===== src/rtl/div_issue_ctrl.sv =====
// Issue/complete controller for a multi-cycle divider: accepts one request, starts the divider,
// waits for its result (with stale-ready masking and a timeout), then holds the result until taken.
module div_issue_ctrl #(
  parameter int unsigned Timeout = 40,
  parameter int unsigned MinLat  = 2
) (
  input  logic        clk_i,
  input  logic        rst_ni,

  input  logic        in_valid_i,
  output logic        in_ready_o,
  input  logic [31:0] in_op_a_i,
  input  logic [31:0] in_op_b_i,
  input  logic [4:0]  in_tag_i,

  output logic [31:0] div_op_a_o,
  output logic [31:0] div_op_b_o,
  output logic        div_start_o,
  input  logic [31:0] div_result_i,
  input  logic        div_exception_i,
  input  logic        div_result_rdy_i,

  output logic        out_valid_o,
  input  logic        out_ready_i,
  output logic [31:0] out_result_o,
  output logic        out_exception_o,
  output logic [4:0]  out_tag_o,

  output logic        busy_o
);

  localparam int unsigned CntW = $clog2(Timeout + 1);
  localparam logic [CntW-1:0] MinLatC      = CntW'(MinLat);
  localparam logic [CntW-1:0] TimeoutLastC = CntW'(Timeout - 1);

  typedef enum logic [1:0] {StIdle, StStart, StWait, StDone} state_e;

  state_e            state_q;
  logic [CntW-1:0]   cnt_q;
  logic [31:0]       op_a_q, op_b_q, result_q;
  logic              exc_q;
  logic [4:0]        tag_q;
  logic              start_q, valid_q, busy_q, in_ready_q;
  logic              rdy_honoured;

  // A ready seen in the first MinLat WAIT cycles may be left over from the previous operation.
  assign rdy_honoured = div_result_rdy_i && (cnt_q >= MinLatC);

  always_ff @(posedge clk_i or negedge rst_ni) begin
    if (!rst_ni) begin
      state_q    <= StIdle;
      cnt_q      <= '0;
      op_a_q     <= '0;
      op_b_q     <= '0;
      result_q   <= '0;
      exc_q      <= 1'b0;
      tag_q      <= '0;
      start_q    <= 1'b0;
      valid_q    <= 1'b0;
      busy_q     <= 1'b0;
      in_ready_q <= 1'b1;
    end else begin
      start_q <= 1'b0;
      unique case (state_q)
        StIdle: begin
          if (in_valid_i) begin
            tag_q      <= in_tag_i;
            busy_q     <= 1'b1;
            in_ready_q <= 1'b0;
            if (in_op_b_i != '0) begin
              op_a_q  <= in_op_a_i;
              op_b_q  <= in_op_b_i;
              start_q <= 1'b1;
              state_q <= StStart;
            end else begin
              // Divide-by-zero never reaches the divider.
              result_q <= '0;
              exc_q    <= 1'b1;
              valid_q  <= 1'b1;
              state_q  <= StDone;
            end
          end
        end
        StStart: begin
          cnt_q   <= '0;
          state_q <= StWait;
        end
        StWait: begin
          cnt_q <= cnt_q + CntW'(1);
          if (rdy_honoured) begin
            result_q <= div_result_i;
            exc_q    <= div_exception_i;
            valid_q  <= 1'b1;
            state_q  <= StDone;
          end else if (cnt_q == TimeoutLastC) begin
            result_q <= '0;
            exc_q    <= 1'b1;
            valid_q  <= 1'b1;
            state_q  <= StDone;
          end
        end
        StDone: begin
          if (out_ready_i) begin
            valid_q    <= 1'b0;
            busy_q     <= 1'b0;
            in_ready_q <= 1'b1;
            state_q    <= StIdle;
          end
        end
        default: state_q <= StIdle;
      endcase
    end
  end

  assign in_ready_o      = in_ready_q;
  assign div_op_a_o      = op_a_q;
  assign div_op_b_o      = op_b_q;
  assign div_start_o     = start_q;
  assign out_valid_o     = valid_q;
  assign out_result_o    = result_q;
  assign out_exception_o = exc_q;
  assign out_tag_o       = tag_q;
  assign busy_o          = busy_q;

  a_start_one_cycle: assert property (@(posedge clk_i) disable iff (!rst_ni)
    div_start_o |=> !div_start_o);
  a_ready_not_busy: assert property (@(posedge clk_i) disable iff (!rst_ni)
    in_ready_o != busy_o);
  a_valid_held: assert property (@(posedge clk_i) disable iff (!rst_ni)
    (out_valid_o && !out_ready_i) |=> out_valid_o);

endmodule

===== config.mk =====
export PLATFORM = sky130hd
export DESIGN_NAME = div_issue_ctrl
export DESIGN_NICKNAME = d
export VERILOG_FILES = /design/src/rtl/div_issue_ctrl.sv
export SDC_FILE = /design/constraint.sdc
export NUM_CORES = 1
export LEC_CHECK = 0
export CORE_MARGIN = 3
export CORE_UTILIZATION = 42
export DETAILED_ROUTE_END_ITERATION = 10
export PLACE_DENSITY_LB_ADDON = 0.3
export SYNTH_ARGS = -nofsm -noshare
export SYNTH_HDL_FRONTEND = slang
export SYNTH_SLANG_ARGS = --single-unit
export TNS_END_PERCENT = 30

===== constraint.sdc =====
create_clock -name clk_i -period 2.7 [get_ports clk_i]
set_input_delay 0.27 -clock clk_i [delete_from_list [all_inputs] [get_ports clk_i]]
set_output_delay 0.27 -clock clk_i [all_outputs]
set_load 0.005 [all_outputs]

==> parameters.txt <==
Parameter                              Value

Logic synthesis
  Area share of the largest cell type after synthesis    around three fifths
  Leading post-synthesis cells by cell area    dfrtp_1 (58%), mux2_2 (16%), mux2i_1 (7.0%)
  Most common cell in the netlist    dfrtp_1
  Gate count after technology mapping    about 370
  Commonest cells in the netlist    dfrtp_1 (113), mux2_2 (69), nand2_1 (43)
  Synthesized Nets    483
  Most used flip-flop cell after synthesis    dfrtp_1
  Total of flip-flops plus latches after synthesis    114
  Syn avg cell area    ~13 um^2
  Post-synth ARST share    between 90% and 100%
  Cell type contributing the most total cell area after synthesis    dfrtp_1
  Number of distinct standard cells referenced by the synthesized netlist    36
  Yosys warning count    0
  Count of flip-flops with a built-in enable after synthesis    0
  Netlist Area Pre-Place    between 4000 and 5000 um^2
  Sequential area share after synthesis    59.0%

Clock tree
  Number of instances resized during post-cts repair    0
  Clock sink total    approximately 110
  Clock Path Buffers    2
  Setup bufs post-CTS    0
  Clk Latency, worst-skew pair    ~0.4 ns
  Clock tree from TritonCTS    done
  Hold buffers post-CTS    1
  Deepest level of the CTS H-tree    4
  Clock buffer count from CTS    17
  Root Buffer    clkbuf_16
  Clock slew seen by the registers of the worst setup and hold paths    0.05 ns

Worst setup path
  Worst Path Required    3.01 ns
  Startpoint Class    flip-flop
  Slack of the worst reg-to-reg path    ~0.40 ns
  R2r endpoint    out_result_o[29]
  Kind of capture point of the worst setup path    flip-flop
  FF-to-FF path depth    8
  Worst endpoint data arrival time    approximately 2.6 ns
  Beginning of the worst register-to-register path    cnt_q[0]
  Highest net fanout along the worst path    30
  Critical Path Sink    out_result_o[29]
  Critical Path Start    cnt_q[0]
  Setup CP Type    reg2reg

Route
  Final WL    12.6 mm
  DRC violations left    0
  Drt wl/cell    around 17 um
  Router iterations before antenna repair    4
  Number of nets with antenna violations after detailed routing    0
  Routed via count    3665
  Drt first-iter violations    166
  Post-detailed-route via-to-cell ratio    just under 5

Final layout
  Area taken by flip-flops and latches    approximately 2900 um^2
  Area delta synth->final    57.9%
  Antenna Cells    0
  Final net count    just over 700
  Layout cell share with drive strength beyond 1    between 10% and 20%
  Multi-input gate area in the final layout    roughly 1700 um^2
  Layout fillers    800

Timing
  Maximum clock frequency    between 0.4 and 0.5 GHz
  Transition time of the tightest slew-check pin    ~0.45 ns
  Slew Limit Headroom    between 60% and 70%
  Hold slack final    0.364 ns
  Final Max Slew Viols    0
  Final cycle utilization of the critical path    between 80% and 90%
  Final period demand of the worst path    2.30 ns
  Setup Total Neg Slack    0 ns
  Final-report setup violation count    0
  Final clock skew    approximately 0.0077 ns
  RSZ-0062 raised after global routing    no
  Total count of hold-check failures in the final report    0

Global route
  Antenna violations before repair    0
  Wire length of the first global-routing pass    between 20 and 25 mm
  Maximum number of pins on one net before global-route repair    between 50 and 60
  Global route total overflow    0
  Number of global-route vias before repair    3979
  Overall fraction of global-route tracks in use    roughly a fifth

Floorplanning
  Die boundary width    113 um
  Placeable core area    between 10000 and 15000 um^2
  Vertical die dimension    roughly 110 um
  Die area    ~13000 um^2
  Starting utilization of the core area    approximately 44%
  Ports    roughly 210
  Std-Cell Rows    38

Placed design
  Routability Congestion    between 0.8 and 0.9
  Count of buffers from port buffering    ~210
  Detailed-placement wirelength estimate    roughly 9.5 mm

Run status
  Status    finished clean

Run
  Max-cap violation count    0

Pwr
  Power per cell area    between 1000 and 1500 nW/um^2
  Largest voltage drop on the vdd net    0.582 mV
  Static Leak    3.44 nW

Min path
  Path category of the worst min-delay check    in2async
cells in the final DEF (no fill, tap or decap), types with 2 or more instances in the layout:
cell type        count
a21oi_1              5
buf_12               4
buf_4                4
clkbuf_1             5
clkbuf_16           17
clkbuf_8             3
clkdlybuf4s50_1    211
clkinv_2             5
dfrtp_1            113
ha_1                 5
inv_1               39
mux2_2              69
mux2i_1             34
nand2_1             43
nand3_1              2
nand3_2              2
nand4_1              4
nor2_1               6
nor4_1               8
o21ai_0              7
how the worst min path moves through the flow:
stage	start	endpoint	slack, ns	cells past startpoint
floorplan	rst_ni	busy_o	-0.03	0
global placement	rst_ni	out_result_o[22]	0.25	1
detailed placement	rst_ni	out_result_o[21]	0.25	1
CTS	rst_ni	out_result_o[21]	0.36	2
global route	rst_ni	out_result_o[21]	0.40	2
finish	rst_ni	out_result_o[21]	0.36	2
per-stage QoR:
stage	util, %	instances	total power [mW]	worst slack (ns)	area (um^2)
2_1_floorplan	-	371	4.32	0.699	4840
3_3_place_gp	64.2	714	6.34	0.156	7090
3_5_place_dp	64.2	714	6.46	0.113	7090
4_1_cts	69.2	746	8.54	0.380	7640
5_1_grt	69.2	746	8.95	0.297	7640
6_report	69.2	746	8.43	0.404	7640
where the power goes:
group / total (mW) / internal [mW] / switching, mW
registers: 2.97 / 2.54 / 0.431
clock network: 2.02 / 1.32 / 0.697
logic: 3.44 / 2.26 / 1.17
total: 8.43 / 6.13 / 2.30
layout make-up:
cell class / count / area share [%]
clock buffer: 25 / 6.36
clock inverter: 6 / 0.721
inverter: 39 / 1.92
multi-input combinational: 202 / 22.1
sequential: 114 / 37.4
tap: 140 / 2.29
timing repair buffer: 220 / 29.2
layer usage:
| metal | up-vias | routed length, um | GRT usage [%] |
|---|---|---|---|
| met4 | 0 | 124 | 7.53 |
| met3 | 10 | 1390 | 9.47 |
| li1 | 1699 | - | - |
| met2 | 165 | 6280 | 34.0 |
| met5 | - | 0 | 0 |
| met1 | 1791 | 4770 | 22.2 |
cells by family after synthesis:
kind of cell	after synthesis	share of synthesized area, %
DFF	114	59.0
buffers and inverters	55	6.23
xor gates and xnor gates	1	0.181
muxes	104	23.4
adders and majority gates	5	1.29
AOI/OAI and AO/OA	20	3.03
and+or+nand+nor	72	6.85
registers in the layout, summed over array words and instances (netlist names):
signal,count
div_start_o,1
busy_o,1
cnt_q,6
div_op_a_o,32
out_valid_o,1
in_ready_o,1
out_tag_o,5
state_q,2
out_exception_o,1
out_result_o,32
div_op_b_o,32
critical path: stages, from the launching register on:
cell and delay, ns:
dfrtp_1 0.37, inv_1 0.08, ha_1 0.20, or4_4 0.43, o31ai_4 0.29, nand3_2 0.14, o211ai_4 0.18, buf_12 0.28
mux2i_1 0.23
Note: power is estimated with default switching activity, not from simulation.
